`config.mk`:
```
export PLATFORM = sky130hd
export DESIGN_NAME = ppong_rd_ctrl
export DESIGN_NICKNAME = d
export VERILOG_FILES = /design/src/rtl/ppong_rd_ctrl.sv
export SDC_FILE = /design/constraint.sdc
export NUM_CORES = 1
export LEC_CHECK = 0
export BUFFER_PORTS_ARGS = -buffer_cell sky130_fd_sc_hd__buf_2
export CAP_MARGIN = 20
export CORE_UTILIZATION = 49
export DETAILED_ROUTE_END_ITERATION = 16
export HOLD_SLACK_MARGIN = 0.02
export MAX_ROUTING_LAYER = met4
export PLACE_DENSITY = 0.8
export REMOVE_ABC_BUFFERS = 1
export SYNTH_ARGS = -nofsm -noshare
export SYNTH_HDL_FRONTEND = slang
export SYNTH_SLANG_ARGS = --single-unit
```
`constraint.sdc`:
```
create_clock -name clk -period 1.43 [get_ports clk]
set_input_delay 0 -clock clk [delete_from_list [all_inputs] [get_ports clk]]
set_output_delay 0 -clock clk [all_outputs]
set_load 0.05 [all_outputs]
```
`src/rtl/ppong_rd_ctrl.sv`:
```
// ppong_rd_ctrl
//
// Read-side controller for the rearranging ping-pong buffer. A bank is written
// row-major as ROWS x COLS words. This block reads it back column-major from
// the RAM read port, which has a combinational read. It presents the samples
// as an AXI4-Stream master. Once a bank is fully consumed it is handed back to
// the writer.
//
// Build option:
//   RD_TLAST_PER_COL_EN  When defined, tlast marks the last sample of every
//                        column, giving COLS packets per bank. When undefined,
//                        tlast marks only the final sample of the bank.
//                        bank_rel fires on the bank's final beat in both cases.
//
// Ports:
//   clk            single clock
//   resetn         asynchronous active-low reset
//   bank_rdy[1:0]  one-cycle pulse from the writer: bank b is full
//   bank_rel[1:0]  one-cycle pulse to the writer: bank b is read and free
//   ovf_err        sticky; a bank_rdy hit a bank that was pending or owned
//   ram_enb        RAM read enable
//   ram_addrb      RAM read address {bank, row*COLS+col}
//   ram_dob        RAM read data, valid in the same cycle as ram_addrb
//   m_axis_*       AXI4-Stream master (tdata/tvalid/tready/tlast)

module ppong_rd_ctrl #(
  parameter int unsigned DATA_WIDTH = 32,
  parameter int unsigned ROWS       = 8,
  parameter int unsigned COLS       = 8,
  parameter int unsigned ADDRW      = 6
) (
  input  logic                  clk,
  input  logic                  resetn,
  input  logic [1:0]            bank_rdy,
  output logic [1:0]            bank_rel,
  output logic                  ovf_err,
  output logic                  ram_enb,
  output logic [ADDRW:0]        ram_addrb,
  input  logic [DATA_WIDTH-1:0] ram_dob,
  output logic [DATA_WIDTH-1:0] m_axis_tdata,
  output logic                  m_axis_tvalid,
  input  logic                  m_axis_tready,
  output logic                  m_axis_tlast
);

  localparam int unsigned RowW = (ROWS > 1) ? $clog2(ROWS) : 1;
  localparam int unsigned ColW = (COLS > 1) ? $clog2(COLS) : 1;
  localparam logic [RowW-1:0] RowLast = RowW'(ROWS - 1);
  localparam logic [ColW-1:0] ColLast = ColW'(COLS - 1);

  typedef enum logic [1:0] {
    StIdle,
    StRead,
    StDrain
  } state_e;

  // State
  state_e                state_q, state_d;
  logic [1:0]            pending_q, pending_d;
  logic                  next_bank_q, next_bank_d;
  logic                  cur_bank_q, cur_bank_d;
  logic [RowW-1:0]       row_q, row_d;
  logic [ColW-1:0]       col_q, col_d;
  logic [1:0]            rel_q, rel_d;
  logic                  ovf_q, ovf_d;
  logic [DATA_WIDTH-1:0] tdata_q, tdata_d;
  logic                  tvalid_q, tvalid_d;
  logic                  tlast_q, tlast_d;

  // Decode
  logic [1:0]       busy;       // bank owned by the reader, including its release cycle
  logic [1:0]       rdy_ok;     // bank_rdy pulses that are accepted
  logic [1:0]       rdy_ovf;    // bank_rdy pulses that overflow
  logic [1:0]       avail;      // bank ready to start, including a same-cycle pulse
  logic             load;       // output register can take a new sample
  logic             row_end;    // current element is the last one of its column
  logic             last_elem;  // current element is the last one of the bank
  logic             tlast_set;
  logic [ADDRW-1:0] word_addr;

  always_comb begin
    busy = rel_q;
    if (state_q != StIdle) begin
      busy[cur_bank_q] = 1'b1;
    end
  end

  assign rdy_ovf   = bank_rdy & (pending_q | busy);
  assign rdy_ok    = bank_rdy & ~(pending_q | busy);
  // A pulse for next_bank seen in IDLE starts the read at once, which saves a cycle.
  assign avail     = pending_q | rdy_ok;
  assign load      = !tvalid_q || m_axis_tready;
  assign row_end   = (row_q == RowLast);
  assign last_elem = row_end && (col_q == ColLast);
  assign word_addr = ADDRW'(32'(row_q) * COLS + 32'(col_q));

`ifdef RD_TLAST_PER_COL_EN
  assign tlast_set = row_end;
`else
  assign tlast_set = last_elem;
`endif

  // Next state and outputs
  always_comb begin
    state_d     = state_q;
    pending_d   = pending_q | rdy_ok;
    next_bank_d = next_bank_q;
    cur_bank_d  = cur_bank_q;
    row_d       = row_q;
    col_d       = col_q;
    rel_d       = 2'b00;
    ovf_d       = ovf_q | (|rdy_ovf);
    tdata_d     = tdata_q;
    tvalid_d    = tvalid_q;
    tlast_d     = tlast_q;
    ram_enb     = 1'b0;
    ram_addrb   = '0;

    case (state_q)
      StIdle: begin
        if (avail[next_bank_q]) begin
          state_d                = StRead;
          cur_bank_d             = next_bank_q;
          pending_d[next_bank_q] = 1'b0;
          row_d                  = '0;
          col_d                  = '0;
        end
      end

      StRead: begin
        ram_enb   = load;
        ram_addrb = {cur_bank_q, word_addr};
        if (load) begin
          tdata_d  = ram_dob;
          tvalid_d = 1'b1;
          tlast_d  = tlast_set;
          // Row is the fast index, so the bank comes out column-major.
          if (last_elem) begin
            state_d = StDrain;
            row_d   = '0;
            col_d   = '0;
          end else if (row_end) begin
            row_d = '0;
            col_d = col_q + 1'b1;
          end else begin
            row_d = row_q + 1'b1;
          end
        end
      end

      StDrain: begin
        // The final beat is still in the output register. The bank is freed
        // only after that beat is accepted.
        if (tvalid_q && m_axis_tready && tlast_q) begin
          rel_d[cur_bank_q] = 1'b1;
          next_bank_d       = ~next_bank_q;
          state_d           = StIdle;
          tvalid_d          = 1'b0;
          tlast_d           = 1'b0;
        end
      end

      default: begin
        state_d = StIdle;
      end
    endcase
  end

  always_ff @(posedge clk or negedge resetn) begin
    if (!resetn) begin
      state_q     <= StIdle;
      pending_q   <= 2'b00;
      next_bank_q <= 1'b0;
      cur_bank_q  <= 1'b0;
      row_q       <= '0;
      col_q       <= '0;
      rel_q       <= 2'b00;
      ovf_q       <= 1'b0;
      tdata_q     <= '0;
      tvalid_q    <= 1'b0;
      tlast_q     <= 1'b0;
    end else begin
      state_q     <= state_d;
      pending_q   <= pending_d;
      next_bank_q <= next_bank_d;
      cur_bank_q  <= cur_bank_d;
      row_q       <= row_d;
      col_q       <= col_d;
      rel_q       <= rel_d;
      ovf_q       <= ovf_d;
      tdata_q     <= tdata_d;
      tvalid_q    <= tvalid_d;
      tlast_q     <= tlast_d;
    end
  end

  assign bank_rel      = rel_q;
  assign ovf_err       = ovf_q;
  assign m_axis_tdata  = tdata_q;
  assign m_axis_tvalid = tvalid_q;
  assign m_axis_tlast  = tlast_q;

endmodule

```
==> reports/metrics.yaml, run 1 <==
sta:
  worst_pin_slew_ns: 0.474
  final-hold-violation-count: 0
  min_period_over_period: 0.957
  clock_skew_ns: 0.00314
  maxSlewViolCount: 0
  fmax_mhz: 731
  maxSlewHeadroom: 0.684
  setup_viol: 0
  fin_crit_ns: 1.37
clocking:
  cts_buffer_depth: 2
  cts_tree: "yes"
  cts_max_level: 2
  clk_pin_slew_ns: 0.08
  clkLatencyLatePin_ns: 0.30
  cts-root-buf: "clkbuf_8"
  cts_sinks: 49
  cts_made_buffers: 5
floorplanning:
  fp.coreArea_um2: 4320
  fp.dieH_um: 69.0
  io_pins: 82
  start_util: 0.509
  die-area_um2: 4770
  core.rowCount: 24
  die_w_um: 69.0
power:
  leakage_nw: 1.84
  powerDensity_nw_per_um2: 777
  irDropWorstVdd_mv: 0.599
routing:
  drc: 0
  wl_met3_um: 321
  drtIter0Drc: 75
  wl_met2_mm: 2.74
  firstDrtPassIters: 4
  final_antenna_net_count: 0
  via_per_inst: 4.93
  wl_per_cell_um: 13.8
  top_layer_used: "met4"
  wl_met1_mm: 2.54
  wl_mm: 5.72
  via_count: 2046
worst_setup_path:
  end_kind: "output port"
  crit_start: "state_q[1]"
  cp_data_required_time_ns: 1.43
  path_max_fanout: 3
  r2r_start: "row_q[0]"
  criticalPathCategory: "reg -> out"
  crit_path_start_kind: "register"
  cp_data_arrival_time_ns: 1.37
final_layout:
  area_delta_synth_final_pct: 50.1
  drive_above_1_share: 0.336
  final_cells: 415
  fin_util: 0.764
  antenna_cells: 0
  num-nets-final: 403
yosys:
  syn_inst: 231
  yosysSeqAreaShare: 0.557
  netlist_area_um2: 2200
  ys_ff_latch: 49
  ys_warn_count: 0
  async_flop_share: 1.00
  avgSynthCellArea_um2: 9.53
  synth_edf_count: 0
  synth_ff_type: "dfrtp_1"
  yosysUniqueCellTypes: 36
global_routing:
  antenna_found_initial: 0
  grt_pass1_vias: 2037
  grt_pass1_wl_mm: 9.54
  grt_usage: 0.259
  grt_overflow: 0
  grt_max_degree: 24
hold_path:
  holdCritStartpoint: "m_axis_tready"
  hp-class: "in -> reg"
status:
  status: "complete, no violations"
run:
  maxCapViolations: 0
placement:
  dp.cells: 368
  gp_congestion: 0.786
  io_buffers: 81
  hpwl_mm: 3.36
## repair_timing
action | CTS | global route
resized for setup | 9 | 16
setup buffers | 0 | 4
hold buffers | 35 | 0
setup endpoints to repair | 10 | 14
pin swaps | 0 | 0
cloned | 0 | 0
endpoints found under the hold margin | 74 | 0
## cell usage in the layout (no fill, tap or decap), types with 2 or more instances in the layout
cell and count:
a21oi_1 9, inv_1 2, nand2b_1 4, buf_4 12
buf_6 8, mux2i_1 2, dlygate4sd3_1 35, nor2b_1 4
clkbuf_8 6, and2_4 2, o21ai_0 7, and2_1 4
nand2_1 102, nand3_1 2, o211ai_2 2, buf_12 3
nand3b_1 2, ha_1 3, dfrtp_1 49, nor2_1 7
nor2_4 2, buf_2 74
## state kept, by name, indices dropped and copies added (netlist names)
name / cells
m_axis_tlast: 1
next_bank_q: 1
ovf_err: 1
pending_q: 2
row_q: 3
col_q: 3
state_q: 2
m_axis_tvalid: 1
m_axis_tdata: 32
bank_rel: 2
cur_bank_q: 1
## path summary, 6_finish.rpt
check | to | slack (ns) | cells after the start
setup / recovery | ram_addrb[6] | 0.06 | 4
min in group asynchronous | ovf_err | 0.18 | 2
hold reg to reg | m_axis_tdata[1] | 0.48 | 2
max in group asynchronous | m_axis_tdata[5] | 0.76 | 3
hold / removal | state_q[0] | 0.09 | 4
setup reg to reg | row_q[0] | 0.08 | 5
## worst max-delay path: stages, from the launching register on
cell	delay [ns]
dfrtp_1	0.40
buf_4	0.15
nand2b_4	0.15
nor2_1	0.11
buf_2	0.28
## cells by family (layout without fill, tap and decap cells)
family / count (synthesis) / in the layout / share of synthesized area
and+or+nand+nor: 137 / 137 / 0.280
DFF: 49 / 49 / 0.557
AOI/OAI and AO/OA: 26 / 26 / 0.0875
buffers and inverters: 12 / 144 / 0.0403
adders and majority gates: 4 / 4 / 0.0227
muxes: 2 / 2 / 0.00909
xor gates and xnor gates: 1 / 1 / 0.00398
## per-layer routing
layer / up-vias / track usage
met5: - / -
met4: 0 / 0.0862
met3: 11 / 0.0585
met2: 80 / 0.412
met1: 952 / 0.329
li1: 1003 / -
## Yosys cell counts (2+ instances only)
cell type	n	area [um^2]
nand2_1	102	383
dfrtp_1	49	1230
a21oi_1	9	45.0
nor2_1	7	26.3
o21ai_0	7	35.0
and2_1	6	37.5
buf_4	5	37.5
ha_1	4	50.1
nand2b_1	4	25.0
nor2b_1	4	25.0
buf_6	3	33.8
inv_1	2	7.51
mux2i_1	2	20.0
nand3_1	2	10.0
nand3b_1	2	15.0
nor2_4	2	22.5
o211ai_2	2	25.0
## metrics by stage
| stage | area (um^2) | hold WS, ns | power, mW | setup TNS (ns) | worst slack (ns) |
|---|---|---|---|---|---|
| floorplan | 2130 | -0.296 | 1.42 | -25.22 | -0.808 |
| global placement | 2720 | -0.0169 | 1.50 | 0 | 0.0320 |
| detailed placement | 2720 | -0.0158 | 1.50 | -0.0212 | -0.0125 |
| CTS | 3210 | 0.0750 | 2.58 | 0 | 0.0210 |
| global route | 3300 | 0.0824 | 2.67 | -0.0146 | -0.00640 |
| finish | 3300 | 0.0871 | 2.57 | 0 | 0.0615 |
## cell type report
class	count	area, um^2
tap	52	65.1
clock inverter	1	30.0
sequential	49	1230
fill	283	1020
timing repair buffer	133	976
clock buffer	7	86.3
multi-input combinational	170	902
inverter	3	18.8
## where the power goes
part           internal (mW)  leakage (nW)        switching (mW)
Sequential              1.38         0.654  0.000000000000000107
Combinational          0.107          1.13                0.0630
Clock                  0.570        0.0585                 0.443
No activity file was read; power rests on OpenSTA's default activity.
==> run 2: changes to the inputs <==
--- a/config.mk
+++ b/config.mk
@@ -6,12 +6,11 @@
 export NUM_CORES = 1
 export LEC_CHECK = 0
 export BUFFER_PORTS_ARGS = -buffer_cell sky130_fd_sc_hd__buf_2
-export CAP_MARGIN = 20
-export CORE_UTILIZATION = 49
+export CORE_UTILIZATION = 52
 export DETAILED_ROUTE_END_ITERATION = 16
 export HOLD_SLACK_MARGIN = 0.02
 export MAX_ROUTING_LAYER = met4
-export PLACE_DENSITY = 0.8
+export PLACE_DENSITY = 0.84
 export REMOVE_ABC_BUFFERS = 1
 export SYNTH_ARGS = -nofsm -noshare
 export SYNTH_HDL_FRONTEND = slang
==> constraint.sdc (replaced) <==
create_clock -name clk -period 1.65 [get_ports clk]
set_input_delay 0 -clock clk [delete_from_list [all_inputs] [get_ports clk]]
set_output_delay 0 -clock clk [all_outputs]
set_load 0.05 [all_outputs]
==> run 2 against run 1 <==
Effect of this change:
- sequential share of layout area rose by 2.4 points
- clock-buffer cell count fell by 2
- sequential cell count did not move
- first-iteration DRC count rose by 31%
- via count fell by 3.6%
- critical path depth did not move
==> reports/metrics.yaml, run 2 (synthesis gave the netlist of run 1 again) <==
power:
  power_frac_comb: 0.067
  p_sw_frac: 0.196
  seq_power_share: 0.557
  leakage_nw: 1.76
  internal_power_mw: 1.73
  powerDensity_nw_per_um2: 693
  clockPowerShare: 0.375
  irDropWorstVdd_mv: 0.483
  net-switching-power_mw: 0.422
  p_total_mw: 2.15
worst_setup_path:
  cp_data_required_time_ns: 1.65
  cp_data_arrival_time_ns: 1.53
  path_max_fanout: 17
  rrSetupSlack_ns: 0.18
  criticalPathCategory: "reg -> out"
  end_kind: "output port"
  crit_path_start_kind: "register"
global_routing:
  grt_usage: 0.273
  busiest_layer: "met2"
  grt_max_degree: 39
  grt_pass1_wl_mm: 8.76
  grt_pass1_vias: 1948
  gr-usage-met1: 0.364
  grt_overflow: 0
  gr-usage-met3: 0.0548
  antenna_found_initial: 0
  grtUsageMet2: 0.415
routing:
  drc: 0
  wl_mm: 5.46
  via_per_inst: 4.92
  final_antenna_net_count: 0
  wl_per_cell_um: 13.6
  firstDrtPassIters: 4
  via_count: 1972
  drtIter0Drc: 98
clocking:
  cts_resized: 0
  cts-root-buf: "clkbuf_8"
  cts_hold_buffers: 35
  cts_setup_buffers: 0
  cts_max_level: 2
  cts_tree: "yes"
  clkLatencyLatePin_ns: 0.29
  cts_buffer_depth: 2
  clk_pin_slew_ns: 0.08
  cts_made_buffers: 5
  cts_sinks: 49
placement:
  placed_area_um2: 2650
  hpwl_mm: 3.13
  io_buffers: 81
  gp_congestion: 0.750
final_layout:
  num-fill-cells: 267
  area_delta_synth_final_pct: 41.0
  num-nets-final: 392
  layout_common_cells: "nand2_1, buf_2, dfrtp_1"
  regArea_um2: 1230
  drive_above_1_share: 0.302
  antenna_cells: 0
  multiInputGateArea_um2: 887
  largest_reg_flops: 32
  mostFrequentLayoutCell: "nand2_1"
  fin_area_um2: 3110
sta:
  final-hold-violation-count: 0
  maxSlewHeadroom: 0.742
  fin_crit_ns: 1.53
  worst_pin_slew_ns: 0.387
  fmax_mhz: 656
  min_period_over_period: 0.924
  whs_ns: 0.0817
  rsz0062_at_grt: "no"
  clock_skew_ns: 0.00765
  maxSlewViolCount: 0
  setup_viol: 0
  tns_ns: 0
floorplanning:
  start_util: 0.547
  die_w_um: 67.1
  core.rowCount: 23
  die-area_um2: 4500
  io_pins: 82
  fp.coreArea_um2: 4030
  fp.dieH_um: 67.1
status:
  status: "complete, no violations"
run:
  maxCapViolations: 0
hold_path:
  hp-class: "in -> reg"
[run 2: final timing paths]
kind                                  start  cells after the start               end
max                              state_q[1]                      4           ram_enb
min in group asynchronous            resetn                      2  m_axis_tdata[13]
max in group asynchronous            resetn                      3          col_q[1]
max reg2reg                        row_q[0]                      5          col_q[1]
min reg2reg                m_axis_tdata[15]                      2  m_axis_tdata[15]
min                           m_axis_tready                      4        state_q[0]
[run 2: area by class of cell]
class                      count  share of cell area
inverter                       3             0.00403
timing repair buffer         122               0.262
tap                           50              0.0201
clock inverter                 2              0.0113
sequential                    49               0.395
clock buffer                   5              0.0222
multi-input combinational    170               0.286
[run 2: per-layer routing]
layer  vias to the layer above  part of all wire
li1                        984                 -
met1                       892              0.44
met2                        90              0.49
met3                         6             0.058
met4                         0             0.013
met5                         -                 0
[run 2: through the flow]
stage	utilization	setup WS, ns	cells
2_1_floorplan	-	-0.588	222
3_3_place_gp	0.658	0.225	359
3_5_place_dp	0.658	0.200	359
4_1_cts	0.771	0.102	401
5_1_grt	0.771	0.0376	401
6_report	0.771	0.125	401
[run 2: worst max-delay path: stages, from the launching register on]
cell      delay [ns]
dfrtp_1         0.38
and2b_4         0.28
nand2_2         0.06
clkinv_2        0.20
buf_2           0.31
[run 2: power by group through the flow]
stage | Combinational, mW | Clock, mW | Sequential (mW)
after global placement | 0.0751 | 0 | 1.22
after global routing | 0.157 | 0.888 | 1.20
after detailed placement | 0.0759 | 0 | 1.22
after CTS | 0.140 | 0.834 | 1.20
final | 0.145 | 0.808 | 1.20
after floorplan | 0.00480 | 0 | 1.22
